File: src/rtl/neuron_mac_sekvencer.sv
// Sign-magnitude MAC sequencer for a 60-input neuron sharing one external multiplier.
// Optional bias stage enabled with macro NEURON_PRISTRANOST_EN.
//
// state     | meaning
// ----------+--------------------------------------------------------------
// IDLE      | waiting for start; samples are latched on acceptance
// MAC       | k = 0..59 drives the weight ROM address, accumulates product k-1
// DRAIN     | accumulates the last product (weight 59 arriving from the ROM)
// BIAS      | adds the bias magnitude to P or N (only with the bias feature)
// USPOREDBA | registers |P-N| and its sign
// GOTOVO    | one-cycle done pulse
module neuron_mac_sekvencer (
  input  logic         clk,
  input  logic         rst_n,
  input  logic         start,
  input  logic         prekid,
  input  logic [959:0] uzorak,
  output logic [5:0]   tez_adr,
  input  logic [15:0]  tez_podatak,
  output logic [15:0]  mnoz_tezina,
  output logic [15:0]  mnoz_uzorak,
  input  logic [15:0]  mnoz_produkt,
  output logic [21:0]  suma,
  output logic         predznak,
  output logic         zauzet,
`ifdef NEURON_PRISTRANOST_EN
  input  logic [15:0]  pristranost,
`endif
  output logic         gotovo
);

  typedef enum logic [2:0] {
    S_IDLE,
    S_MAC,
    S_DRAIN,
`ifdef NEURON_PRISTRANOST_EN
    S_BIAS,
`endif
    S_USPOREDBA,
    S_GOTOVO
  } stanje_t;

  stanje_t        state_q;
  logic [5:0]     k_q;
  logic [21:0]    p_q, n_q;
  logic [21:0]    p_d, n_d;
  logic [959:0]   uzorak_q;
  logic [21:0]    suma_q;
  logic           predznak_q;

  logic           acc_en;
  logic [5:0]     idx;
  logic [21:0]    prod_ext;

  // ROM data lags the address by one cycle, so the product in flight belongs to k-1
  assign acc_en   = ((state_q == S_MAC) && (k_q != 6'd0)) || (state_q == S_DRAIN);
  assign idx      = k_q - 6'd1;
  assign prod_ext = {6'd0, mnoz_produkt};

  always_comb begin
    p_d = p_q;
    n_d = n_q;
    if (acc_en) begin
      if (tez_podatak[15]) n_d = n_q + prod_ext;
      else                 p_d = p_q + prod_ext;
    end
`ifdef NEURON_PRISTRANOST_EN
    if (state_q == S_BIAS) begin
      if (pristranost[15]) n_d = n_q + {7'd0, pristranost[14:0]};
      else                 p_d = p_q + {7'd0, pristranost[14:0]};
    end
`endif
  end

  always_ff @(posedge clk or negedge rst_n) begin
    if (!rst_n) begin
      state_q    <= S_IDLE;
      k_q        <= 6'd0;
      p_q        <= 22'd0;
      n_q        <= 22'd0;
      uzorak_q   <= 960'd0;
      suma_q     <= 22'd0;
      predznak_q <= 1'b0;
    end else if (prekid && (state_q != S_IDLE)) begin
      state_q <= S_IDLE;
    end else begin
      case (state_q)
        S_IDLE: begin
          if (start && !prekid) begin
            uzorak_q <= uzorak;
            k_q      <= 6'd0;
            p_q      <= 22'd0;
            n_q      <= 22'd0;
            state_q  <= S_MAC;
          end
        end
        S_MAC: begin
          k_q <= k_q + 6'd1;
          p_q <= p_d;
          n_q <= n_d;
          if (k_q == 6'd59) state_q <= S_DRAIN;
        end
        S_DRAIN: begin
          p_q <= p_d;
          n_q <= n_d;
`ifdef NEURON_PRISTRANOST_EN
          state_q <= S_BIAS;
`else
          state_q <= S_USPOREDBA;
`endif
        end
`ifdef NEURON_PRISTRANOST_EN
        S_BIAS: begin
          p_q     <= p_d;
          n_q     <= n_d;
          state_q <= S_USPOREDBA;
        end
`endif
        S_USPOREDBA: begin
          // a tie reports as negative
          if (p_q > n_q) begin
            suma_q     <= p_q - n_q;
            predznak_q <= 1'b0;
          end else begin
            suma_q     <= n_q - p_q;
            predznak_q <= 1'b1;
          end
          state_q <= S_GOTOVO;
        end
        S_GOTOVO: state_q <= S_IDLE;
        default:  state_q <= S_IDLE;
      endcase
    end
  end

  assign tez_adr     = (state_q == S_MAC) ? k_q : 6'd0;
  assign mnoz_tezina = acc_en ? {1'b0, tez_podatak[14:0]} : 16'd0;
  assign mnoz_uzorak = acc_en ? uzorak_q[{idx, 4'b0000} +: 16] : 16'd0;
  assign suma        = suma_q;
  assign predznak    = predznak_q;
  assign zauzet      = (state_q != S_IDLE);
  assign gotovo      = (state_q == S_GOTOVO);

endmodule

File: config.mk
export PLATFORM = sky130hd
export DESIGN_NAME = neuron_mac_sekvencer
export DESIGN_NICKNAME = d
export VERILOG_FILES = /design/src/rtl/neuron_mac_sekvencer.sv
export SDC_FILE = /design/constraint.sdc
export NUM_CORES = 2
export LEC_CHECK = 0
export CORE_AREA = 2 2 418 420
export DETAILED_ROUTE_END_ITERATION = 7
export DIE_AREA = 0 0 420 422
export HOLD_SLACK_MARGIN = 0.12
export MAX_ROUTING_LAYER = met4
export PLACE_DENSITY = 0.6
export SYNTH_ARGS = -nofsm -noshare
export SYNTH_HDL_FRONTEND = slang
export SYNTH_SLANG_ARGS = --single-unit
File: constraint.sdc
create_clock -name clk -period 7.2 [get_ports clk]
set_clock_uncertainty 0.1 [all_clocks]
set_input_delay 0.72 -clock clk [delete_from_list [all_inputs] [get_ports clk]]
set_output_delay 0.72 -clock clk [all_outputs]
set_load 0.02 [all_outputs]
-- Yosys cells after proc, flatten, opt, wreduce, memory -nomap -nowiden
Index checks and enable logic that the tools add are counted.
- bits in registers: 1036
- bits in latches: 0
- RAM bits: 0
- ROM bits: 0
- input bits: 996
- output and inout port bits: 63
- word-level logic and storage cells: 62
- memories: 0
- add/sub/neg operators: 6
- multipliers: 0
- div/mod/pow operators: 0
- $lt $le $gt $ge: 1
- eq/ne operators: 11
- shifts and indexed selects: 1
- mux-type cells: 18
- bitwise operators: 1
- reduce and logical (&&, ||, !) cells: 17
- operators with widths (kind ; number):
    $shiftx A960 B11 Y16 ; 1
    $mux W22 ; 6
    $pmux W22 S2 ; 2
    $add A22 B16 Y22 ; 2
    $sub A22 B22 Y22 ; 2
    $gt A22 B22 Y1 ; 1
    $mux W16 ; 1
    $mux W15 ; 1
    $mux W6 ; 2
    $pmux W3 S4 ; 1
    $pmux W6 S2 ; 1
    $reduce_and A5 Y1 ; 2
    $mux W3 ; 3
    $add A6 B1 Y6 const B ; 1
    $eq A3 B2 Y1 const B ; 2
    $eq A6 B6 Y1 const B ; 1
    $reduce_and A3 Y1 ; 2
    $reduce_bool A6 Y1 ; 1
    $sub A6 B1 Y6 const B ; 1
    $ne A2 B1 Y1 const B ; 2
    $ne A2 B2 Y1 const B ; 2
    $reduce_and A2 Y1 ; 2
    $reduce_bool A2 Y1 ; 2
    $eq A3 B1 Y1 const B ; 1
    11 further kinds ; 13

-- Depth between registers and ports, before layout
- word-level depth: 5
- mapped depth: 16
- depth with buffers taken out: 11

-- Least setup slack after synthesis
No wires, ideal clock.
- path kind: reg2out
- start point: register k_q[0]
- end point: output mnoz_uzorak[11]
- arrival: 4.065 ns
- data required time: 6.380 ns
- setup slack: 2.315 ns
- cell stages (with the launch flop): 16
- path buffers: 8
- cell sequence: dfrtp_1 buf_2 buf_2 buf_2 buf_2 inv_1 ha_1 clkbuf_1 clkbuf_1 buf_1 clkbuf_1 mux4_2 a31oi_1 a21oi_1 nor2_1 a211oi_1
- cells in the longest elaborated chain, start to end: 4
- elaborated cells on any way between the ends: 6
- classes of those cells: 1 x add/sub; 1 x shift; 1 x mux; 3 x reduce/logical
- ends and longest elaborated chain (item ; line ; source):
    start: declaration ; 44 ; logic [5:0] k_q;
    start signal: assignment ; 98 ; k_q <= k_q + 6'd1;
    parallel branches: the longest is 3 deep, another holds $sub A6 B1 Y6 ; -- ;
    $mux W16 (*) ; 138 ; assign mnoz_uzorak = acc_en ? uzorak_q[{idx, 4'b0000} +: 16] : 16'd0;
    end: declaration ; 21 ; output logic [15:0] mnoz_uzorak,
Mark *: on every way between the ends.

-- Worst setup path after layout
- start point: register k_q[0]
- end point: output mnoz_uzorak[1]
The elaborated chain is that of the path after synthesis.

==> summary.txt <==
Die
  – Starting utilization of the core area: between 20 and 30%
  – Floorplan die height: approximately 420 um
  – Boundary pin count: ~1100
  – Row count: around 150
  – Floorplan die width: around 420 um
  – Die footprint: between 150000 and 200000 um2
  – Core box area: 173000 um2

Clocking
  – Max H-tree Level: 3
  – Number of post-CTS setup repair buffers: 0
  – Largest buffer count on any clock path: 3
  – Clock tree root buffer cell: clkbuf_16
  – Clock sink total: ~1000
  – Clock Latency Late Sink: just over 0.7 ns
  – Number of buffers created by CTS: about 120
  – TritonCTS clock tree: yes
  – Register clock-pin slew on the reported worst setup and hold paths: around 0.070 ns
  – Resized cells post-CTS: 0

Detailed routing
  – Total vias in the final route: roughly 44000
  – Count of routing violations after the opening detailed-route iteration: about 4500
  – Average wire per standard cell: between 20 and 30 um
  – DRC violations left: 0
  – Post-DR vias/cell: between 4 and 5
  – Number of routed nets with antenna violations: 0
  – Detailed Route WL: ~240000 um
  – DRT Pass-1 Iters: 5

Global route
  – Global-route wire length before repair: between 300000 and 400000 um
  – Maximum number of pins on one net before global-route repair: 243
  – Fraction of met3 tracks used by global routing: about 4.4%
  – Global-route met2 utilization: a little over two fifths
  – Final global-route overflow total: 0
  – Initial antenna violation count: 40
  – Global routing usage summed across all routing layers: 27.0%
  – Global-route track usage on met1: 33.1%
  – Peak-usage layer in the global routing report: met2
  – Number of global-route vias before repair: ~44000

Synthesis
  – Register bit total from synthesis: around 1000
  – Asr flop ratio synth: 100%
  – EDFF count, synth: 0
  – Leading cell type by number of instances after synthesis: nand2_1
  – Count of yosys warnings during synthesis: 0
  – Post-synth top area cell: dfrtp_1
  – Sequential share of the synthesized area: 51.6%
  – Syn Inst Count: roughly 5400
  – Post-synth cell types: roughly 70
  – Number of nets produced by synthesis: 6500
  – Most frequently used flop master after synthesis: dfrtp_1
  – Average footprint of a synthesized cell: 9.27 um2
  – Ranking of synthesized cells by area: dfrtp_1, nand2_1, mux4_2
  – Summed instance area of the synthesized netlist: 50300 um2
  – Cell types with the highest counts after synthesis: nand2_1, dfrtp_1, mux4_2, clkbuf_1, nor2_1
  – Proportion of netlist area held by the largest area contributor: around half

Power and ir drop
  – Internal power summed over all cells: between 0.015 and 0.02 W
  – Reg power frac: between 30% and 40%
  – Cell leakage power: around 32 nW
  – Power share of the clock group: about a fifth
  – Switching part of the total power: roughly 42%
  – Combinational share of power: 46.9%
  – PD cells: slightly below 500 nW/um2
  – P_sw: about 0.014 W
  – Maximum vdd drop: slightly above 0.3 mV

Critical path
  – Register-to-register setup slack: approximately 3.2 ns
  – Ordered list of cells on the worst path: buf_4, buf_4, mux4_2, nand2_1, a21oi_1, a31oi_1, a21oi_1, nor2_1, a211oi_1, buf_4, clkdlybuf4s50_1
  – Worst-path fanout max: 48
  – Critical Path AT: 5.43 ns
  – CP dominant cell by count: buf_4
  – Crit path max-delay cell type: buf_4
  – Worst Path Class, Setup: register to output pin
  – Launching element type of the critical path: register
  – Crit. End Element: output pin
  – Crit path largest cell delay: roughly 0.84 ns
  – Endpoint required time on the critical path: between 6 and 7 ns

Layout
  – Number of inserted filler cells in the final layout: between 15000 and 20000
  – Multi-input gate area: between 20000 and 25000 um2
  – Area added between synthesis and finish: 34.6%
  – Share of cells above drive strength 1: 8.99%
  – Post-Layout Cell Count: roughly 8800
  – Core occupancy in the finished layout: 39.2%
  – Number of nets at the end of the flow: 7398
  – Register area: 25900 um2

Hold path
  – Worst min-delay path category: register to register

Run status
  – Result of the run: completed

Flow run
  – Max cap viols: 0

Timing
  – Setup repair after global routing missed its margin: false
  – Slew of the pin with the lowest slew margin: ~1.3 ns
  – Achievable frequency: about 0.16 GHz
  – Final sum of negative setup slack: 0 ns
  – Final hold violation count: 0
  – Count of final max-slew check failures: 0
  – Minimum clock period: between 6 and 7 ns
  – Worst relative slew slack: between 10% and 20%
  – Setup violations, final: 0
  – Tcrit/Tclk final: approximately 87%

Placement
  – DP HPWL: between 150000 and 200000 um
  – Placer Congestion: ~1.0
  – Instance count after placement with tap cells included: roughly 8500
  – Count of buffers inserted at the top-level ports: around 1100
==> timing repair <==
| action | 4_1_cts | 5_1_grt |
|---|---|---|
| endpoints found under the setup margin | 0 | 0 |
| hold buffers | 1 | 0 |
| endpoints found under the hold margin | 73 | 0 |
==> layer usage <==
| layer | vias to the layer above | part of all wire, % |
|---|---|---|
| met2 | 1726 | 48 |
| li1 | 19500 | - |
| met4 | 0 | 6.0 |
| met5 | - | 0 |
| met3 | 401 | 6.3 |
| met1 | 22100 | 40 |
==> sequential cells by signal, indices dropped and copies added (netlist names) <==
name,count
k_q,6
uzorak_q,960
n_q,22
state_q,3
predznak,1
suma,22
p_q,22
==> through the flow <==
stage / area, um2 / total power (W) / hold slack (ns) / worst slack [ns]
finish: 67700 / 0.0336 / 0.371 / 0.949
global route: 67700 / 0.0354 / 0.345 / 0.493
CTS: 67600 / 0.0337 / 0.317 / 0.663
detailed placement: 63200 / 0.0268 / 0.358 / 1.48
global placement: 63200 / 0.0266 / 0.353 / 1.47
floorplan: 50300 / 0.0200 / 0.324 / 2.32
==> final timing paths <==
kind                                      startpoint                        end  depth (start not counted)
min                        uzorak_q[921]$_DFFE_PN0P_  uzorak_q[921]$_DFFE_PN0P_                          2
min reg2reg                uzorak_q[921]$_DFFE_PN0P_  uzorak_q[921]$_DFFE_PN0P_                          2
min in group asynchronous                      rst_n  uzorak_q[630]$_DFFE_PN0P_                          2
max reg2reg                      p_q[18]$_DFFE_PN0P_        suma[5]$_DFFE_PN0P_                         10
max                               k_q[0]$_DFFE_PN0P_             mnoz_uzorak[1]                         11
max in group asynchronous                      rst_n         k_q[3]$_DFFE_PN0P_                          4
==> kinds of logic (layout without fill, tap and decap cells) <==
kind of cell    count (synthesis)  after routing  synth area share (%)
fa+ha+maj                      81             81                  2.08
simple gates                 3216           3216                  24.7
xor+xnor                       51             51                 0.888
compound gates                316            316                  4.04
buf+inv                       396           1399                  3.11
other cells                     1             26               0.00746
flops                        1036           1036                  51.6
mux                           326            326                  13.7
==> power groups by stage <==
stage / combinational [W] / sequential [W] / clock, W
after floorplan: 0.0104 / 0.00958 / 0
after global placement: 0.0156 / 0.0110 / 0
after detailed placement: 0.0158 / 0.0109 / 0
after CTS: 0.0159 / 0.0109 / 0.00695
after global routing: 0.0171 / 0.0112 / 0.00718
final: 0.0157 / 0.0110 / 0.00683
==> cell type report <==
| class | count | area share, % |
|---|---|---|
| sequential | 1036 | 38.3 |
| timing repair buffer | 1113 | 16.6 |
| clock buffer | 159 | 4.97 |
| tap | 2325 | 4.30 |
| clock inverter | 66 | 1.57 |
| antenna | 25 | 0.0924 |
| multi-input combinational | 3991 | 33.8 |
| inverter | 61 | 0.338 |
==> worst max-delay path: cells and delay by family, from the launching register on <==
| kind | cells | cell delay, ns |
|---|---|---|
| AND/OR/NAND/NOR | 2 | 0.12 |
| multiplexers | 1 | 0.37 |
| flip-flops | 1 | 0.52 |
| buffers and inverters | 4 | 2.29 |
| AO/OA/AOI/OAI | 4 | 1.37 |
==> placed cells by master, fill, tap and decap left out, types with 23 or more instances in the layout <==
cell / Yosys / routed
a211oi_1: 24 / 24
a21o_1: 25 / 25
a21oi_1: 92 / 92
buf_4: 12 / 35
bufinv_16: 0 / 23
clkbuf_16: 0 / 118
clkbuf_8: 0 / 26
clkdlybuf4s50_1: 0 / 1056
clkinv_2: 0 / 24
dfrtp_1: 1036 / 1035
diode_2: 0 / 25
ha_1: 77 / 76
inv_1: 61 / 61
mux2i_1: 36 / 36
mux4_2: 288 / 288
nand2_1: 3000 / 3000
nor2_1: 94 / 94
o21ai_0: 61 / 61
xnor2_1: 30 / 27
Note: power is estimated with default switching activity, not from simulation.
